`config.mk`:
```
export PLATFORM = sky130hd
export DESIGN_NAME = pipe_skid_stage
export DESIGN_NICKNAME = d
export VERILOG_FILES = /design/src/rtl/pipe_skid_stage.sv
export SDC_FILE = /design/constraint.sdc
export NUM_CORES = 1
export LEC_CHECK = 0
export BUFFER_PORTS_ARGS = -buffer_cell sky130_fd_sc_hd__buf_2
export CAP_MARGIN = 15
export CORE_ASPECT_RATIO = 0.7
export CORE_MARGIN = 8
export CORE_UTILIZATION = 53
export CTS_CLUSTER_DIAMETER = 60
export DETAILED_ROUTE_END_ITERATION = 8
export PLACE_DENSITY = 0.79
export SYNTH_ARGS = -nofsm -noshare
export SYNTH_HDL_FRONTEND = slang
export SYNTH_SLANG_ARGS = --single-unit
```
`constraint.sdc`:
```
create_clock -name clk -period 2.9 [get_ports clk]
set_clock_uncertainty 0.2 [all_clocks]
set_input_delay 0.58 -clock clk [delete_from_list [all_inputs] [get_ports clk]]
set_output_delay 0.58 -clock clk [all_outputs]
set_load 0.03 [all_outputs]
```
`src/rtl/pipe_skid_stage.sv`:
```
// Two-entry skid buffer for the ALU writeback pipe: registered head/skid slots,
// global freeze/flush, sticky halt that blocks further accepts, and a stall counter.
module pipe_skid_stage #(
  parameter int unsigned DATA_W = 8,
  parameter int unsigned ADDR_W = 6
) (
  input  logic              clk,
  input  logic              rst_n,
  input  logic              freeze,
  input  logic              flush,
  input  logic              in_valid,
  output logic              in_ready,
  input  logic [DATA_W-1:0] in_data,
  input  logic [ADDR_W-1:0] in_waddr,
  input  logic              in_rw,
  input  logic              in_halted,
  output logic              out_valid,
  input  logic              out_ready,
  output logic [DATA_W-1:0] out_data,
  output logic [ADDR_W-1:0] out_waddr,
  output logic              out_rw,
  output logic              halted_out,
  output logic [15:0]       stall_cnt
);

  localparam int unsigned CNT_W = 16;

  typedef enum logic [1:0] {
    ST_EMPTY = 2'd0,
    ST_ONE   = 2'd1,
    ST_FULL  = 2'd2
  } state_e;

  typedef struct packed {
    logic [DATA_W-1:0] data;
    logic [ADDR_W-1:0] waddr;
    logic              rw;
    logic              halted;
  } entry_t;

  state_e           state_q, state_d;
  entry_t           head_q, head_d;
  entry_t           skid_q, skid_d;
  logic             halt_seen_q, halt_seen_d;
  logic [CNT_W-1:0] stall_cnt_q, stall_cnt_d;

  entry_t in_entry;
  logic   accept;
  logic   drain;

  assign in_entry = '{data: in_data, waddr: in_waddr, rw: in_rw, halted: in_halted};

  assign in_ready  = !freeze && !flush && !halt_seen_q && (state_q != ST_FULL);
  assign out_valid = (state_q != ST_EMPTY);
  assign accept    = in_valid && in_ready;
  assign drain     = out_valid && out_ready && !freeze && !flush;

  // Next-state and slot updates; freeze needs no explicit hold since it
  // already blocks both accept and drain.
  always_comb begin
    state_d     = state_q;
    head_d      = head_q;
    skid_d      = skid_q;
    halt_seen_d = halt_seen_q;
    stall_cnt_d = stall_cnt_q;

    if (in_valid && !in_ready && (stall_cnt_q != {CNT_W{1'b1}})) begin
      stall_cnt_d = stall_cnt_q + CNT_W'(1);
    end

    if (flush) begin
      state_d     = ST_EMPTY;
      halt_seen_d = 1'b0;
    end else begin
      if (accept && in_halted) begin
        halt_seen_d = 1'b1;
      end
      case (state_q)
        ST_EMPTY: begin
          if (accept) begin
            head_d  = in_entry;
            state_d = ST_ONE;
          end
        end
        ST_ONE: begin
          if (accept && drain) begin
            head_d = in_entry;
          end else if (accept) begin
            skid_d  = in_entry;
            state_d = ST_FULL;
          end else if (drain) begin
            state_d = ST_EMPTY;
          end
        end
        ST_FULL: begin
          if (drain) begin
            head_d  = skid_q;
            state_d = ST_ONE;
          end
        end
        default: state_d = ST_EMPTY;
      endcase
    end
  end

  always_ff @(posedge clk or negedge rst_n) begin
    if (!rst_n) begin
      state_q     <= ST_EMPTY;
      head_q      <= '0;
      skid_q      <= '0;
      halt_seen_q <= 1'b0;
      stall_cnt_q <= '0;
    end else begin
      state_q     <= state_d;
      head_q      <= head_d;
      skid_q      <= skid_d;
      halt_seen_q <= halt_seen_d;
      stall_cnt_q <= stall_cnt_d;
    end
  end

  assign out_data   = head_q.data;
  assign out_waddr  = head_q.waddr;
  assign out_rw     = head_q.rw;
  assign halted_out = out_valid && head_q.halted;
  assign stall_cnt  = stall_cnt_q;

endmodule

```
[Word level (Yosys, flattened, before mapping)]
Index checks and enable logic that the tools add are counted.
Cells by class
  order comparisons: 0
  mux-type cells: 13
  equal/unequal tests: 11
  reduce and logical (&&, ||, !) cells: 23
  add/sub/neg operators: 1
  multiply operators: 0
  bitwise operators: 2
  shift operators: 0
  div/mod/pow operators: 0
Operators by type and width (number)
  16-bit two-way mux: 3
  16-bit one-hot mux with 3 select lines: 1
  16-bit by 1-bit adder with 16-bit output (second input constant): 1
  16-bit != test (second input constant): 1
  1-bit logical AND: 12
  2-bit two-way mux: 6
  3-bit != test (second input constant): 3
  2-bit != test (second input constant): 4
  4-bit AND reduction: 2
  2-bit one-hot mux with 3 select lines: 1
  5-bit AND reduction: 1
  1-bit zero test: 4
  4-bit != test (second input constant): 1
  2-bit nonzero test: 2
  3-bit nonzero test: 1
  2-bit by 1-bit == test with 1-bit output (second input constant): 1
  2-bit == test (second input constant): 1
  2-bit zero test: 1
  1-bit two-way mux: 2
  1-bit NOT: 2
Storage, ports and cells
  bits in read-only memories: 0
  bits in latches: 0
  memories: 0
  register bits: 51
  output and inout bits: 34
  bits in writable memories: 0

[Logic depth before layout (Yosys ltp)]
Gate-level depths: netlist (run 1).
  depth after elaboration: 9
  gate-level depth with buffers: 6

[Least setup slack after synthesis (run 1)]
No wires, ideal clock.
  path type: reg-to-output
  start: register state_q[1]
  end: output in_ready
  path buffers: 2
  slack: 0.139 ns
  stages on the path, launching flop included: 5
  data arrival time: 1.981 ns
  cell sequence: dfrtp_1 nor2b_1 buf_2 buf_1 nor4_1
Between the ends
  longest elaborated chain between the ends: 2
RTL lines
  start, declared: RTL line 41  | state_e state_q, state_d;
  start signal, assigned: RTL line 114  | state_q <= state_d;
  2-bit != test: RTL line 53  | assign in_ready = !freeze && !flush && !halt_seen_q && (state_q != ST_FULL);
  1-bit logical AND: RTL line 53
  end, declared: RTL line 12  | output logic in_ready,
Every way passes these cells.

[Worst setup path after layout (run 1)]
  start: register state_q[0]
  end: output halted_out
Between the ends
  longest elaborated chain between the ends: 2
RTL lines
  2-bit nonzero test: RTL line 54  | assign out_valid = (state_q != ST_EMPTY);
  1-bit logical AND: RTL line 125  | assign halted_out = out_valid && head_q.halted;
  end, declared: RTL line 22  | output logic halted_out,
Every way passes these cells.

==> metrics.md, run 1 <==
| Metric | Value |
|---|---|
| Maximum vdd drop | `0.000446 V` |
| Core area | `around 4400 µm²` |
| CTS tree | `done` |
| Total global-route track usage | `14.0%` |
| Slew Viols, Final | `0` |
| Min cycle time layout | `2.21 ns` |
| P per Cell Area | `683 nW/µm²` |
| CTS max path bufs | `2` |
| Critical path capture point type | `primary output` |
| FF-to-FF End | `stall_cnt[15]` |
| Initial Util | `56.0%` |
| Fin nets | `between 200 and 300` |
| Port Buf Inserts | `55` |
| Syn Std Cell Area | `approximately 2500 µm²` |
| Worst EP required | `roughly 2.1 ns` |
| Post-synthesis cell count | `~210` |
| Placed Instance Area | `2720 µm²` |
| DP HPWL | `3580 µm` |
| Die height | `73.1 µm` |
| Pleak | `1.34 nW` |
| Avg Cell Area, Syn | `11.6 µm²` |
| Max-cap violations | `0` |
| Grt total ovfl | `0` |
| Largest net degree at the start of global routing | `33` |
| CTS sink count | `51` |
| Area grow syn2layout | `14.3%` |
| Setup violations, final | `0` |
| Vias per cell | `around 5.4` |
| CP Class | `flip-flop to primary output` |
| Layout cells sized above 1 | `a little over a third` |
| Rows | `20` |
| Worst-case reg-to-reg path depth | `5` |
| DIE AREA | `7120 µm²` |
| Worst r2r src | `state_q[0]` |
| Tightest hold margin | `0.108 ns` |
| Fmax | `0.453 GHz` |
| DRC | `0` |
| Root buf cell | `clkbuf_8` |
| Hold Crit Class | `primary input to async pin` |
| Post-CTS Setup Inserts | `0` |
| Outcome | `complete, no violations` |
| Arr. time, crit path | `about 1.4 ns` |
| Post-route cell area | `approximately 2800 µm²` |
| Antenna fix cells | `0` |
| Post-layout util | `63.9%` |
| Unique cell type count in the Yosys netlist | `33` |
| H-tree Lvls | `2` |
| Largest fanout on the critical path | `6` |
| FF+latch count, synth | `51` |
| Clock Latency Late Sink | `0.30 ns` |
| Num ports | `56` |
| TritonRoute pass-1 iters | `4` |
| Post-DRT Antenna Nets | `0` |
| Final WL | `4880 µm` |
| Hold-fix buffers, CTS | `0` |
| WL/cell | `15.5 µm` |
| R2R Setup Slk | `around 0.8 ns` |
| Reg clk slew, reported paths | `0.09 ns` |
| Critical Path Source Type | `flip-flop` |
| Final hold violations | `0` |
| Vias in the first global route | `1662` |
| 1st-iter DRT viols | `89` |
| First-pass GRT wire length | `around 8000 µm` |
| Post-Layout Cell Count | `316` |
| Slew headroom | `54.4%` |
| Placed insts | `about 310` |
| Measured slew at the worst slew-check pin | `0.684 ns` |
| Antenna violations before repair | `0` |
| Post-CTS sizing | `0` |
| Post-Syn Nets | `236` |
| RSZ-0062 raised after global routing | `no` |
| Gpl congestion | `0.786` |
| DR vias | `around 1700` |
| Sequential-to-total area share from yosys stat | `51.8%` |
| Setup Total Neg Slack | `0 ns` |
| Tcrit/Tclk final | `76.0%` |
| Die width | `97.5 µm` |
| CTS buffer count | `5` |
| YS warnings | `0` |
==> kinds of logic after synthesis <==
family,synth area share (%)
simple gates,14.9
flops,51.8
mux,16.1
compound gates,6.24
buf+inv,5.89
xor+xnor,4.62
fa+ha+maj,0.508
==> state kept, by name, summed over array words and instances (netlist names) <==
| signal | count |
|---|---|
| halt_seen_q | 1 |
| head_q | 1 |
| out_data | 8 |
| out_rw | 1 |
| out_waddr | 6 |
| skid_q | 16 |
| stall_cnt | 16 |
| state_q | 2 |
==> cell usage in the layout, fill, tap and decap left out <==
cell      netlist  routed
a211o_1         1       1
a21oi_1        18      18
a21oi_4         1       1
a31oi_1         1       1
and2_1          1       1
and3_1          3       3
and4_1          4       4
buf_12          0       1
buf_2           2      55
buf_4          16       4
clkbuf_1        0       1
clkbuf_8        0       7
dfrtp_1        51      51
ha_1            1       1
mux2_2          9       9
mux2_4          9       9
mux2i_1        16      16
nand2_1         8       8
nand2b_1        2       2
nand3_1         5       5
nand3_2         1       1
nand4_1         7       7
nor2_1         26      26
nor2b_1         2       1
nor2b_2         0       1
nor3_1          4       4
nor4_1          3       3
o21a_1          1       1
o22a_1          1       1
o41ai_2         1       1
or2_2           2       2
or4b_2          1       1
or4b_4          1       1
xnor2_1         6       6
xor2_1          7       7
==> cells in the mapped netlist (all sizes together) <==
cell / count / area share [%]
a211o: 1 / 0.36
a21oi: 19 / 4.3
a31oi: 1 / 0.25
and2: 1 / 0.25
and3: 3 / 0.76
and4: 4 / 1.4
buf: 20 / 5.9
dfrtp: 51 / 52
ha: 1 / 0.51
mux2: 18 / 9.6
mux2i: 16 / 6.5
nand2: 8 / 1.2
nand2b: 2 / 0.51
nand3: 6 / 1.4
nand4: 7 / 1.8
nor2: 26 / 4.0
nor2b: 2 / 0.51
nor3: 4 / 0.81
nor4: 3 / 0.76
o21a: 1 / 0.30
o22a: 1 / 0.36
o41ai: 1 / 0.66
or2: 2 / 0.51
or4b: 2 / 0.96
xnor2: 6 / 2.1
xor2: 7 / 2.5
==> how the worst max path moves through the flow <==
stage	start	to	slack, ns	depth (start not counted)
2_1_floorplan	state_q[1]	in_ready	0.14	4
3_3_place_gp	flush	out_data[7]	0.47	7
3_5_place_dp	flush	out_waddr[5]	0.44	7
4_1_cts	state_q[0]	halted_out	0.67	3
5_1_grt	state_q[0]	halted_out	0.63	3
6_report	state_q[0]	halted_out	0.69	3
==> critical path, cell delays in order, from the launching register on <==
cell and delay (ns):
dfrtp_1 0.46, or2_2 0.34, and2_1 0.16, buf_2 0.17
==> metal layers <==
metal | up-vias | part of all wire (%) | global-route usage, %
li1 | 828 | - | -
met1 | 813 | 47 | 17.6
met2 | 43 | 46 | 21.8
met3 | 7 | 4.8 | 3.60
met4 | 0 | 2.0 | 7.69
met5 | - | 0 | 0
==> power breakdown <==
group | switching [mW] | internal [mW] | leakage [nW]
Clock | 0.222 | 0.218 | 0.0515
Sequential | 0.113 | 0.836 | 0.644
Combinational | 0.349 | 0.187 | 0.648
==> per-stage QoR <==
step	total power, mW	worst slack [ns]
floorplan	1.38	0.139
global placement	1.49	0.468
detailed placement	1.51	0.442
CTS	1.95	0.674
global route	2.03	0.632
finish	1.92	0.695
==> area by class of cell <==
| class | instances | area, µm² |
|---|---|---|
| Fill cell | 347 | 1590 |
| Clock buffer | 8 | 100 |
| Multi-Input combinational cell | 142 | 1050 |
| Tap cell | 55 | 68.8 |
| Timing Repair Buffer | 60 | 325 |
| Sequential cell | 51 | 1280 |
Note: power is estimated with default switching activity, not from simulation.
==> inputs of run 2 (changes only) <==
- ABC_AREA: unset -> 1
- CORE_UTILIZATION: 53 -> 50
- PLACE_DENSITY: 0.79 -> 0.77
- clock period: 2.9 -> 1.9 ns (I/O delays scaled with it)
==> run 2 against run 1 <==
  * Non-clock buffer count rose by 9
  * Critical path depth increased by 1
  * Sequential share of layout area fell by 5.6 points
  * Setup slack worse by 0.61 ns
  * Register-to-register slack worse by 0.61 ns
  * Final cell count increased by 55%
  * Combinational power rose by 110%
  * Synthesized cell count grew 71%
  * Worst hold slack better by 0.0049 ns
  * First-iteration DRC count grew 46%
  * Largest cell class unchanged
  * Largest power group unchanged
==> metrics.md, run 2 <==
| Metric | Value |
|---|---|
| Outcome | `complete, no violations` |
| Most frequent cell after synthesis | `nand2_1` |
| Largest net degree at the start of global routing | `33` |
| CTS sink count | `51` |
| Async S/R FF share, synth | `100%` |
| Synth top cells by count | `147 x nand2_1, 51 x dfrtp_1, 33 x inv_1` |
| P_sw | `1.30 mW` |
| Post-CTS Setup Inserts | `0` |
| P_int | `2.08 mW` |
| CTS tree | `done` |
| Final WL | `6220 µm` |
| CP Class | `flip-flop to primary output` |
| Ranking of synthesized cells by area | `dfrtp_1 46%, nand2_1 20%, nand3_1 4.5%` |
| Sequential-to-total area share from yosys stat | `45.8%` |
| Fmax | `0.551 GHz` |
| Pleak | `1.75 nW` |
| Vias per cell | `4.92` |
| Measured slew at the worst slew-check pin | `0.513 ns` |
| Post-layout util | `60.6%` |
| Critical path capture point type | `primary output` |
| Root buf cell | `clkbuf_8` |
| Core area | `5310 µm²` |
| Tcrit/Tclk final | `between 90% and 100%` |
| Unique cell type count in the Yosys netlist | `27` |
| Slew headroom | `65.8%` |
| Slew Viols, Final | `0` |
| Die width | `~110 µm` |
| Post-Syn Nets | `388` |
| Total global-route track usage | `15.9%` |
| Vias in the first global route | `roughly 2300` |
| Commonest non-fill, non-tap cells in the layout | `147 x nand2_1, 54 x buf_2, 49 x dfrtp_1, 33 x inv_1, 24 x nand3_1` |
| Critical Path Source Type | `flip-flop` |
| Flop pwr share | `a little under half` |
| Die height | `78.4 µm` |
| DR vias | `2405` |
| Antenna fix cells | `0` |
| Port Buf Inserts | `55` |
| Post-DRT Antenna Nets | `0` |
| Worst EP required | `1.32 ns` |
| Setup Total Neg Slack | `0 ns` |
| Grt total ovfl | `0` |
| CTS max path bufs | `2` |
| Commonest non-fill, non-tap cell in the layout | `nand2_1` |
| CTS buffer count | `5` |
| Initial Util | `a little over half` |
| DIE AREA | `about 8200 µm²` |
| TritonRoute pass-1 iters | `4` |
| P per Cell Area | `1050 nW/µm²` |
| Syn Std Cell Area | `2780 µm²` |
| Largest fanout on the critical path | `4` |
| Num ports | `56` |
| DRC | `0` |
| Setup violations, final | `0` |
| 1st-iter DRT viols | `130` |
| WL/cell | `12.7 µm` |
| Rows | `22` |
| YS warnings | `0` |
| Reg clk slew, reported paths | `0.09 ns` |
| Clock Latency Late Sink | `0.31 ns` |
| Number of enable flip-flop cells after synthesis | `0` |
| Synth top area share | `45.8%` |
| Switching Share | `38.4%` |
| Avg Cell Area, Syn | `7.63 µm²` |
| Logic pwr share | `32.6%` |
| H-tree Lvls | `2` |
| Fill cells | `slightly below 500` |
| Hold Crit Class | `primary input to flip-flop` |
| Layout cells sized above 1 | `23.5%` |
| Fin nets | `439` |
| Maximum vdd drop | `approximately 0.00072 V` |
| Tightest hold margin | `0.113 ns` |
| FF+latch count, synth | `51` |
| Post-synthesis cell count | `365` |
| Area grow syn2layout | `15.6%` |
| Min cycle time layout | `1.82 ns` |
| Antenna violations before repair | `0` |
| Final hold violations | `0` |
| First-pass GRT wire length | `10800 µm` |
| Arr. time, crit path | `roughly 1.2 ns` |
| Max-cap violations | `0` |
| Post-synth top area cell | `dfrtp_1` |
| Most used DFF post-synth | `dfrtp_1` |
| Gpl congestion | `0.850` |
| DP HPWL | `4690 µm` |
| RSZ-0062 raised after global routing | `no` |
| Clock share of power | `20.3%` |
==> run 2: final cells by class <==
class | instances | area, µm² | share of cell area (%)
Inverter | 34 | 130 | 4.04
Timing Repair Buffer | 69 | 402 | 12.5
Multi-Input combinational cell | 255 | 1220 | 37.9
Tap cell | 72 | 90.1 | 2.80
Clock buffer | 8 | 100 | 3.11
Sequential cell | 51 | 1280 | 39.7
==> run 2: path summary, 6_finish.rpt <==
| kind | startpoint | to | slack, ns | depth (start not counted) |
|---|---|---|---|---|
| min reg2reg | out_data[6] | out_data[6] | 0.27 | 2 |
| min in group asynchronous | rst_n | skid_q[7] | 0.38 | 2 |
| max | state_q[1] | in_ready | 0.08 | 4 |
| min | in_data[5] | skid_q[13] | 0.11 | 3 |
| max reg2reg | state_q[0] | out_waddr[0] | 0.19 | 7 |
| max in group asynchronous | rst_n | halt_seen_q | 0.59 | 3 |
==> run 2: metrics by stage <==
| step | instances | instance area (µm²) | setup slack (ns) | total power [mW] |
|---|---|---|---|---|
| final | 489 | 3220 | 0.0842 | 3.38 |
| after global routing | 489 | 3220 | 0.0145 | 3.61 |
| after CTS | 489 | 3200 | 0.00852 | 3.40 |
| after detailed placement | 480 | 3080 | 0.0623 | 2.72 |
| after global placement | 480 | 3080 | 0.111 | 2.68 |
| after floorplan | 365 | 2790 | 0.00807 | 2.51 |
==> run 2: kinds of logic (layout without fill, tap and decap cells) <==
family | Yosys count | count (layout) | synth area share, %
simple gates | 206 | 206 | 31.4
buf+inv | 59 | 111 | 11.1
flops | 51 | 51 | 45.8
xor+xnor | 9 | 9 | 2.83
compound gates | 39 | 39 | 8.45
fa+ha+maj | 1 | 1 | 0.449
==> run 2: timing repair <==
item / in CTS / in global routing
resized for setup: 2 / 5
pin swaps: 0 / 1
hold endpoints to repair: 20 / 0
hold buffers: 1 / 0
endpoints found under the setup margin: 1 / 16
==> run 2: power by group through the flow <==
| stage | logic, mW | registers, mW | clock network, mW |
|---|---|---|---|
| after floorplan | 0.849 | 1.66 | 0 |
| after global placement | 1.08 | 1.60 | 0 |
| after detailed placement | 1.11 | 1.61 | 0 |
| after CTS | 1.12 | 1.59 | 0.702 |
| after global routing | 1.22 | 1.64 | 0.752 |
| final | 1.10 | 1.59 | 0.687 |
==> run 2: layer usage <==
layer	global-route usage [%]	share of wire, %	vias up
met5	0	0	-
met4	6.81	1.6	0
met3	3.67	5.6	8
met2	25.1	47	56
met1	20.5	46	1100
li1	-	-	1241
==> run 2: worst max-delay path: stages, from the launching register on <==
cell and delay [ns]:
dfrtp_1 0.43, nand2_2 0.13, inv_1 0.10, nor2_4 0.12, buf_6 0.14
